==> src/rtl/fifo_rd_packer_if.sv <==
// Bundle of the FIFO read-side, flush and packed-output signals of fifo_rd_packer.
//   fifo_empty / fifo_rd_en / fifo_rd_data : upstream FIFO read port
//   flush / flush_done                     : partial-word flush request and completion pulse
//   out_data / out_keep / out_valid / out_ready : packed output stream with lane mask
// Modport master is the packer's view; modport slave is the surrounding environment.
interface fifo_rd_packer_if #(
  parameter int unsigned DATA_WIDTH = 8,
  parameter int unsigned PACK_RATIO = 4
);
  logic                             fifo_empty;
  logic                             fifo_rd_en;
  logic [DATA_WIDTH-1:0]            fifo_rd_data;
  logic                             flush;
  logic                             flush_done;
  logic [DATA_WIDTH*PACK_RATIO-1:0] out_data;
  logic [PACK_RATIO-1:0]            out_keep;
  logic                             out_valid;
  logic                             out_ready;

  modport master (
    input  fifo_empty, fifo_rd_data, flush, out_ready,
    output fifo_rd_en, flush_done, out_data, out_keep, out_valid
  );

  modport slave (
    output fifo_empty, fifo_rd_data, flush, out_ready,
    input  fifo_rd_en, flush_done, out_data, out_keep, out_valid
  );
endinterface

==> src/rtl/fifo_rd_packer.sv <==
// Packs PACK_RATIO consecutive FIFO read words (lanes) into one wide output word.
// First lane read lands in the least significant lane. A flush emits a partial word with
// out_keep marking the filled lanes, then pulses flush_done.
// Ports:
//   clk  : FIFO read-side clock, sole clock
//   rst  : synchronous active-high reset
//   bus  : fifo_rd_packer_if.master (FIFO read port, flush, packed output stream)
module fifo_rd_packer #(
  parameter int unsigned DATA_WIDTH = 8,
  parameter int unsigned PACK_RATIO = 4
) (
  input logic               clk,
  input logic               rst,
  fifo_rd_packer_if.master  bus
);
  localparam int unsigned CntW = $clog2(PACK_RATIO + 1);
  localparam int unsigned OutW = DATA_WIDTH * PACK_RATIO;

  logic [CntW-1:0]                        fill_cnt_q, fill_cnt_d, eff_fill;
  logic [CntW:0]                          occupancy;
  logic [PACK_RATIO-1:0][DATA_WIDTH-1:0]  asm_q, asm_d;
  logic [OutW-1:0]                        out_data_q, out_data_d;
  logic [PACK_RATIO-1:0]                  out_keep_q, out_keep_d;
  logic                                   out_valid_q, out_valid_d;
  logic                                   rd_pend_q;
  logic                                   flush_req_q, flush_req_d;
  logic                                   flush_done_q, flush_done_d;
  logic                                   full, xfer_req, xfer, rd_en, rd_acc, flush_fin;

  assign full     = (fill_cnt_q == CntW'(PACK_RATIO));
  // Flush may only emit once the in-flight lane has landed.
  assign xfer_req = full || (flush_req_q && !rd_pend_q && (fill_cnt_q != '0));
  assign xfer     = xfer_req && (!out_valid_q || bus.out_ready);
  // A transfer empties the assembly this cycle, so reads may resume immediately.
  assign eff_fill = xfer ? '0 : fill_cnt_q;
  // Count the in-flight lane so the assembly can never be overrun.
  assign occupancy = {1'b0, eff_fill} + {{CntW{1'b0}}, rd_pend_q};
  assign rd_en     = !rst && !bus.fifo_empty && !flush_req_q &&
                     (occupancy < (CntW + 1)'(PACK_RATIO));
  assign rd_acc    = rd_en && !bus.fifo_empty;
  assign flush_fin = flush_req_q && !rd_pend_q && ((fill_cnt_q == '0) || xfer);

  always_comb begin
    fill_cnt_d   = fill_cnt_q;
    asm_d        = asm_q;
    out_data_d   = out_data_q;
    out_keep_d   = out_keep_q;
    out_valid_d  = out_valid_q;
    flush_req_d  = flush_req_q;
    flush_done_d = flush_fin;

    if (rd_pend_q) begin
      for (int i = 0; i < int'(PACK_RATIO); i++) begin
        if (fill_cnt_q == CntW'(i)) asm_d[i] = bus.fifo_rd_data;
      end
      fill_cnt_d = fill_cnt_q + CntW'(1);
    end

    if (xfer) begin
      // Assembly is cleared after each transfer, so unfilled lanes are already zero.
      out_data_d  = asm_q;
      for (int i = 0; i < int'(PACK_RATIO); i++) begin
        out_keep_d[i] = (CntW'(i) < fill_cnt_q);
      end
      out_valid_d = 1'b1;
      fill_cnt_d  = '0;
      asm_d       = '0;
    end else if (out_valid_q && bus.out_ready) begin
      out_valid_d = 1'b0;
    end

    if (flush_fin) begin
      flush_req_d = 1'b0;
    end else if (bus.flush) begin
      flush_req_d = 1'b1;
    end
  end

  always_ff @(posedge clk) begin
    if (rst) begin
      fill_cnt_q   <= '0;
      asm_q        <= '0;
      out_data_q   <= '0;
      out_keep_q   <= '0;
      out_valid_q  <= 1'b0;
      rd_pend_q    <= 1'b0;
      flush_req_q  <= 1'b0;
      flush_done_q <= 1'b0;
    end else begin
      fill_cnt_q   <= fill_cnt_d;
      asm_q        <= asm_d;
      out_data_q   <= out_data_d;
      out_keep_q   <= out_keep_d;
      out_valid_q  <= out_valid_d;
      rd_pend_q    <= rd_acc;
      flush_req_q  <= flush_req_d;
      flush_done_q <= flush_done_d;
    end
  end

  assign bus.fifo_rd_en = rd_en;
  assign bus.flush_done = flush_done_q;
  assign bus.out_data   = out_data_q;
  assign bus.out_keep   = out_keep_q;
  assign bus.out_valid  = out_valid_q;
endmodule

==> src/flat_wrapper.sv <==
// flat-port wrapper written by rule: the top's interface ports become plain ports
module fifo_rd_packer_flat 
#(
  parameter int unsigned DATA_WIDTH = 8,
  parameter int unsigned PACK_RATIO = 4
)
  (clk, rst, bus_fifo_empty, bus_fifo_rd_data, bus_flush, bus_out_ready, bus_fifo_rd_en, bus_flush_done, bus_out_data, bus_out_keep, bus_out_valid);
  fifo_rd_packer_if #(.DATA_WIDTH(DATA_WIDTH), .PACK_RATIO(PACK_RATIO)) bus_i ();
  input logic clk;
  input logic rst;
  input wire logic [$bits(bus_i.fifo_empty)-1:0] bus_fifo_empty;
  input wire logic [$bits(bus_i.fifo_rd_data)-1:0] bus_fifo_rd_data;
  input wire logic [$bits(bus_i.flush)-1:0] bus_flush;
  input wire logic [$bits(bus_i.out_ready)-1:0] bus_out_ready;
  output wire logic [$bits(bus_i.fifo_rd_en)-1:0] bus_fifo_rd_en;
  output wire logic [$bits(bus_i.flush_done)-1:0] bus_flush_done;
  output wire logic [$bits(bus_i.out_data)-1:0] bus_out_data;
  output wire logic [$bits(bus_i.out_keep)-1:0] bus_out_keep;
  output wire logic [$bits(bus_i.out_valid)-1:0] bus_out_valid;
  assign bus_i.fifo_empty = bus_fifo_empty;
  assign bus_i.fifo_rd_data = bus_fifo_rd_data;
  assign bus_i.flush = bus_flush;
  assign bus_i.out_ready = bus_out_ready;
  assign bus_fifo_rd_en = bus_i.fifo_rd_en;
  assign bus_flush_done = bus_i.flush_done;
  assign bus_out_data = bus_i.out_data;
  assign bus_out_keep = bus_i.out_keep;
  assign bus_out_valid = bus_i.out_valid;
  fifo_rd_packer #(.DATA_WIDTH(DATA_WIDTH), .PACK_RATIO(PACK_RATIO)) u_core (.clk(clk), .rst(rst), .bus(bus_i));
endmodule
==> config.mk <==
export PLATFORM = sky130hd
export DESIGN_NAME = fifo_rd_packer_flat
export DESIGN_NICKNAME = d
export VERILOG_FILES = /design/src/rtl/fifo_rd_packer_if.sv /design/src/rtl/fifo_rd_packer.sv /design/src/flat_wrapper.sv
export SDC_FILE = /design/constraint.sdc
export NUM_CORES = 1
export LEC_CHECK = 0
export CAP_MARGIN = 40
export CORE_MARGIN = 2
export CORE_UTILIZATION = 40
export DETAILED_ROUTE_END_ITERATION = 16
export PLACE_DENSITY_LB_ADDON = 0.12
export SLEW_MARGIN = 10
export SYNTH_ARGS = -nofsm -noshare
export SYNTH_HDL_FRONTEND = slang
export SYNTH_SLANG_ARGS = --single-unit
==> constraint.sdc <==
create_clock -name clk -period 2.1 [get_ports clk]
set_input_delay 0.42 -clock clk [delete_from_list [all_inputs] [get_ports clk]]
set_output_delay 0.42 -clock clk [all_outputs]
set_load 0.005 [all_outputs]
==> results of run 1 <==
-- cells by family (layout without fill, tap and decap cells) --
group / Yosys count / in the layout / share of synthesized area [%]
AO/OA/AOI/OAI: 15 / 15 / 4.04
XOR/XNOR: 1 / 1 / 0.283
adder cells (fa/ha/maj): 3 / 3 / 1.21
buffers and inverters: 29 / 86 / 6.15
flip-flops: 75 / 75 / 48.5
multiplexers: 67 / 67 / 21.7
AND/OR/NAND/NOR: 114 / 114 / 18.1
-- final timing paths --
path / start / end / slack [ps] / cells past startpoint
worst min register to register: u_core.bus.out_data[6]$_SDFFE_PP0P_ / u_core.bus.out_data[6]$_SDFFE_PP0P_ / 460 / 2
worst min-delay path: rst / u_core.rd_pend_q$_SDFF_PP0_ / 380 / 3
worst max register to register: u_core.fill_cnt_q[0]$_SDFFE_PP0P_ / u_core.bus.out_data[4]$_SDFFE_PP0P_ / 450 / 7
worst max-delay path: u_core.fill_cnt_q[0]$_SDFFE_PP0P_ / bus_fifo_rd_en / 80 / 5
-- synthesized netlist by cell type, drive strengths merged --
library cell,number
a211oi,1
a21oi,2
a31oi,1
and4bb,1
buf,15
clkbuf,11
dfxtp,75
ha,3
inv,3
mux2i,67
nand2,68
nand2b,2
nand3b,3
nor2,2
nor2b,2
nor3,36
o2111ai,3
o211a,5
o21a,2
o21ai,1
xnor2,1
-- final cells by class --
| class | instances | area share [%] |
|---|---|---|
| clock inverter | 3 | 1.03 |
| inverter | 3 | 0.288 |
| timing repair buffer | 69 | 16.7 |
| sequential | 75 | 38.5 |
| multi-input combinational | 200 | 36.6 |
| tap | 102 | 3.27 |
| clock buffer | 11 | 3.62 |
-- flip-flops by register name, indices dropped and copies added (netlist names) --
signal	count
u_core.rd_pend_q	1
u_core.bus.out_keep	4
u_core.asm_q	32
u_core.flush_req_q	1
u_core.bus.out_data	32
u_core.bus.out_valid	1
u_core.fill_cnt_q	3
u_core.bus.flush_done	1
-- where the power goes --
part           leakage, nW  internal [W]  switching [W]
Clock               0.0950      0.000565       0.000506
Combinational        0.831      0.000154       0.000181
Sequential           0.606       0.00145      0.0000152
Total                 1.53       0.00217       0.000702
-- tightest hold or removal path, stage by stage --
cell,delay [ps]
buf_2,110
nor3_1,60
o21a_1,90
-- what timing repair did --
action | in CTS | in global routing
gates resized for setup | 5 | 0
endpoints found under the hold margin | 0 | 0
setup buffers | 3 | 0
endpoints found under the setup margin | 1 | 0
-- stage by stage --
| stage | power (W) | setup TNS [ps] | setup WS, ps | instance area [µm²] |
|---|---|---|---|---|
| floorplan | 0.00173 | 0 | 152 | 3090 |
| global placement | 0.00182 | -67.0 | -67.0 | 3680 |
| detailed placement | 0.00182 | -67.6 | -67.6 | 3680 |
| CTS | 0.00289 | 0 | 65.0 | 3910 |
| global route | 0.00300 | 0 | 1.62 | 3910 |
| finish | 0.00287 | 0 | 79.9 | 3910 |
-- routing by layer --
metal	up-vias	wire, µm	GRT usage [%]
li1	1144	-	-
met1	1034	3200	21.4
met2	43	2730	23.5
met3	13	258	4.27
met4	0	107	6.34
met5	-	0	0
==> results.json, run 1 <==
{
  "required_ps": 1680,
  "p_leak_nw": 1.53,
  "clockRootBuffer": "clkbuf_8",
  "yosys_warnings": 0,
  "tritoncts": "built",
  "critPathMaxFanout": 4,
  "hold_path.class": "in2reg",
  "gr-total-overflow": 0,
  "wire_per_inst_um": 13.6,
  "worstMarginPinSlew_ps": 483,
  "grt.total_usage_pct": 15.7,
  "nets": 374,
  "pin_count": 52,
  "cts.sinks": 75,
  "syn-cell-area_um2": 3090,
  "cp-start-kind": "register",
  "peakVddDrop_mv": 0.418,
  "crit_buf_inv": 2,
  "clkTransAtPathRegs_ps": 70,
  "die_h_um": 92.0,
  "holdWs_ps": 379,
  "multi_input_area_um2": 1430,
  "finClkSkew_ps": 6.55,
  "die_w_um": 92.0,
  "instances_no_fill": 463,
  "rsz0062_at_grt": "no",
  "cts-buffers-inserted": 9,
  "diodes": 0,
  "final-setup-viol-count": 0,
  "drcViolationCount": 0,
  "mostFrequentLayoutCells": "74 x dfxtp_1, 68 x nand2_1, 67 x mux2i_1, 49 x clkdlybuf4s50_1, 26 x nor3_1",
  "die_area_um2": 8450,
  "seqCellArea_um2": 1500,
  "start_util_pct": 40.7,
  "ys_types": 28,
  "row_count": 32,
  "critical_path_class": "reg2out",
  "drive_gt1_share_pct": 13.9,
  "synthTopCellsByArea": "dfxtp_1 49%, mux2i_1 22%, nand2_1 8.2%",
  "vias": 2234,
  "core_um2": 7610,
  "drt_iter0_markers": 78,
  "cts_hold_buf": 0,
  "yosys.area.top_type": "dfxtp_1",
  "synth.avg_cell_area_um2": 10.2,
  "grt_start_max_net_pins": 68,
  "areaGrowthSynthToFinish_pct": 26.2,
  "fmax_ghz": 0.495,
  "fin_crit_sh_pct": 96.2,
  "netlist.area_leader.share_pct": 48.5,
  "drv_slew": 0,
  "syn-instance-count": 304,
  "ys_seq_elements": 75,
  "period_minus_slack_ps": 2020,
  "timing.slew.headroom_pct": 67.8,
  "ys_seq_area_share_pct": 48.5,
  "path_delay_family": "compound AO/OA/AOI/OAI gates",
  "drv_cap": 0,
  "synth_nets": 320,
  "outcome": "complete, no violations",
  "grt_pass1_vias": 2071,
  "cp_data_arrival_time_ps": 1600,
  "portBuffers": 51,
  "dpl.hpwl_um": 3950,
  "drt-total-wl_um": 6300,
  "drt-vias-per-instance": 4.83,
  "finalCoreUtilization_pct": 51.3,
  "firstDrtPassIters": 4,
  "clockBufferDepth": 2,
  "ant_nets": 0,
  "final-hold-violation-count": 0,
  "cts.htree.levels": 3,
  "grt_pass1_wl_um": 10300,
  "nFillCells": 720,
  "clk_latency_ps": 350,
  "setup.worst_path.end_class": "primary output",
  "gp_congestion": 0.748,
  "worstPathCellList": "inv_1, ha_4, o211a_4, o21a_1, dlygate4sd2_1",
  "dp.cells": 446,
  "power.density_nw_per_um2": 735,
  "slowest_delay_ps": 330,
  "layout_commonest_cell": "dfxtp_1",
  "critPathSlowestCell": "dfxtp_2",
  "antenna_found_initial": 0
}
No activity file was read; power rests on OpenSTA's default activity.
==> run 2: changes to the inputs <==
- CAP_MARGIN: 40 -> 30
- CELL_PAD_IN_SITES_DETAIL_PLACEMENT: unset -> 1
- CELL_PAD_IN_SITES_GLOBAL_PLACEMENT: unset -> 1
- CTS_CLUSTER_SIZE: unset -> 14
==> run 2 against run 1 <==
Sequential power about the same. Die area unchanged. Via count increased by 3.8%. Wire length increased by 12%. Critical path type unchanged. Critical endpoint unchanged.
==> results.json, run 2 (synthesis gave the netlist of run 1 again) <==
{
  "outcome": "complete, no violations",
  "firstDrtPassIters": 4,
  "worstMarginPinSlew_ps": 501,
  "power.density_nw_per_um2": 773,
  "diodes": 0,
  "dpl.hpwl_um": 4500,
  "drt-total-wl_um": 7070,
  "hold_path.class": "reg2reg",
  "grt_pass1_wl_um": 11800,
  "clk_latency_ps": 350,
  "final-setup-viol-count": 0,
  "clkTransAtPathRegs_ps": 80,
  "fin_ws_ps": 71.5,
  "start_util_pct": 40.7,
  "gr-total-overflow": 0,
  "wire_per_inst_um": 15.3,
  "gp_congestion": 0.765,
  "fin_crit_sh_pct": 96.6,
  "cp-start-kind": "register",
  "reg2reg_setup_slack_ps": 320,
  "reg2reg_from": "u_core.fill_cnt_q[2]$_SDFFE_PP0P_",
  "layout_commonest_cell": "dfxtp_1",
  "seqCellArea_um2": 1500,
  "period_minus_slack_ps": 2030,
  "cp-endpoint": "bus_fifo_rd_en",
  "die_area_um2": 8450,
  "drt-vias-per-instance": 5.01,
  "grt_pass1_vias": 2368,
  "die_h_um": 92.0,
  "grt_start_max_net_pins": 59,
  "cts-buffers-inserted": 9,
  "pwr-share-comb_pct": 11.1,
  "drt_iter0_markers": 103,
  "required_ps": 1680,
  "seqPwrFrac_pct": 48.3,
  "finalCoreUtilization_pct": 51.6,
  "pin_count": 52,
  "portBuffers": 51,
  "cts_hold_buf": 0,
  "clockBufferDepth": 2,
  "fmax_ghz": 0.493,
  "cp-startpoint": "u_core.fill_cnt_q[1]$_SDFFE_PP0P_",
  "cts.sinks": 75,
  "pre_cts_ws_ps": -92.4,
  "r2r-end": "u_core.bus.out_data[19]$_SDFFE_PP0P_",
  "vias": 2320,
  "hold_depth": 2,
  "rsz0062_at_grt": "no",
  "timing.slew.headroom_pct": 66.6,
  "drv_slew": 0,
  "r2r_cells": 5,
  "drcViolationCount": 0,
  "antenna_found_initial": 0,
  "core_um2": 7610,
  "cp_data_arrival_time_ps": 1610,
  "areaGrowthSynthToFinish_pct": 26.8,
  "cts.htree.levels": 3,
  "mostFrequentLayoutCells": "73 x dfxtp_1, 68 x nand2_1, 67 x mux2i_1, 49 x clkdlybuf4s50_1, 26 x nor3_1",
  "drive_gt1_share_pct": 14.7,
  "ant_nets": 0,
  "die_w_um": 92.0,
  "setup.worst_path.end_class": "primary output",
  "critical_path_class": "reg2out",
  "finClkSkew_ps": 8.46,
  "row_count": 32,
  "final-hold-violation-count": 0,
  "peakVddDrop_mv": 0.364,
  "drv_cap": 0,
  "netSwitchingPower_w": 0.000767,
  "nFillCells": 848,
  "multi_input_area_um2": 1430,
  "internal_power_w": 0.00227,
  "critPathMaxFanout": 4,
  "switching_share_pct": 25.3,
  "clockRootBuffer": "clkbuf_8",
  "grt.total_usage_pct": 17.8,
  "nets": 372,
  "p_leak_nw": 1.54,
  "clock_power_share_pct": 40.5,
  "tritoncts": "built"
}
[run 2: metrics by stage]
| step | power, W | instance area, µm² | cells | setup TNS, ps | hold slack [ps] |
|---|---|---|---|---|---|
| after floorplan | 0.00173 | 3090 | 304 | 0 | 437 |
| after CTS | 0.00307 | 3930 | 463 | 0 | 462 |
| after global routing | 0.00316 | 3930 | 463 | 0 | 485 |
| after global placement | 0.00182 | 3680 | 446 | -71.5 | 443 |
| final | 0.00303 | 3930 | 463 | 0 | 456 |
| after detailed placement | 0.00183 | 3680 | 446 | -144 | 448 |
[run 2: repair_timing]
item	in CTS	in global routing
setup endpoints to repair	1	1
gates resized for setup	6	1
setup buffers	1	0
pin swaps	1	1
[run 2: routing by layer]
layer,GRT usage (%),wire length [µm],share of wire (%)
met4,6.72,107,1.5
met3,4.35,279,3.9
met1,23.3,3470,49
met5,0,0,0
met2,28.4,3220,45
[run 2: final cells by class]
type / instances / share of cell area, %
tap: 102 / 3.25
multi-input combinational: 200 / 36.4
sequential: 75 / 38.3
inverter: 3 / 0.287
clock inverter: 7 / 2.33
timing repair buffer: 67 / 16.2
clock buffer: 9 / 3.16
[run 2: worst min-delay path by stage]
| stage | endpoint | from | slack, ps |
|---|---|---|---|
| 6_report | u_core.bus.out_data[25]$_SDFFE_PP0P_ | u_core.bus.out_data[25]$_SDFFE_PP0P_ | 460 |
| 5_1_grt | u_core.bus.out_data[3]$_SDFFE_PP0P_ | u_core.bus.out_data[3]$_SDFFE_PP0P_ | 480 |
| 4_1_cts | u_core.bus.out_data[28]$_SDFFE_PP0P_ | u_core.bus.out_data[28]$_SDFFE_PP0P_ | 460 |
| 3_5_place_dp | u_core.bus.out_data[29]$_SDFFE_PP0P_ | u_core.bus.out_data[29]$_SDFFE_PP0P_ | 450 |
| 3_3_place_gp | u_core.bus.out_data[16]$_SDFFE_PP0P_ | u_core.bus.out_data[16]$_SDFFE_PP0P_ | 440 |
| 2_1_floorplan | u_core.bus.out_data[10]$_SDFFE_PP0P_ | u_core.asm_q[10]$_SDFFE_PP0P_ | 440 |
[run 2: critical path, stage by stage, from the launching register on]
cell and delay, ps:
dfxtp_2 330, inv_1 60, ha_4 180, o211a_4 250, o21a_1 180, dlygate4sd2_1 250
[run 2: power groups by stage]
stage / registers, W / clock network [W] / logic (W)
2_1_floorplan: 0.00150 / 0 / 0.000235
3_3_place_gp: 0.00150 / 0 / 0.000324
3_5_place_dp: 0.00150 / 0 / 0.000329
4_1_cts: 0.00147 / 0.00126 / 0.000341
5_1_grt: 0.00147 / 0.00132 / 0.000365
6_report: 0.00147 / 0.00123 / 0.000338
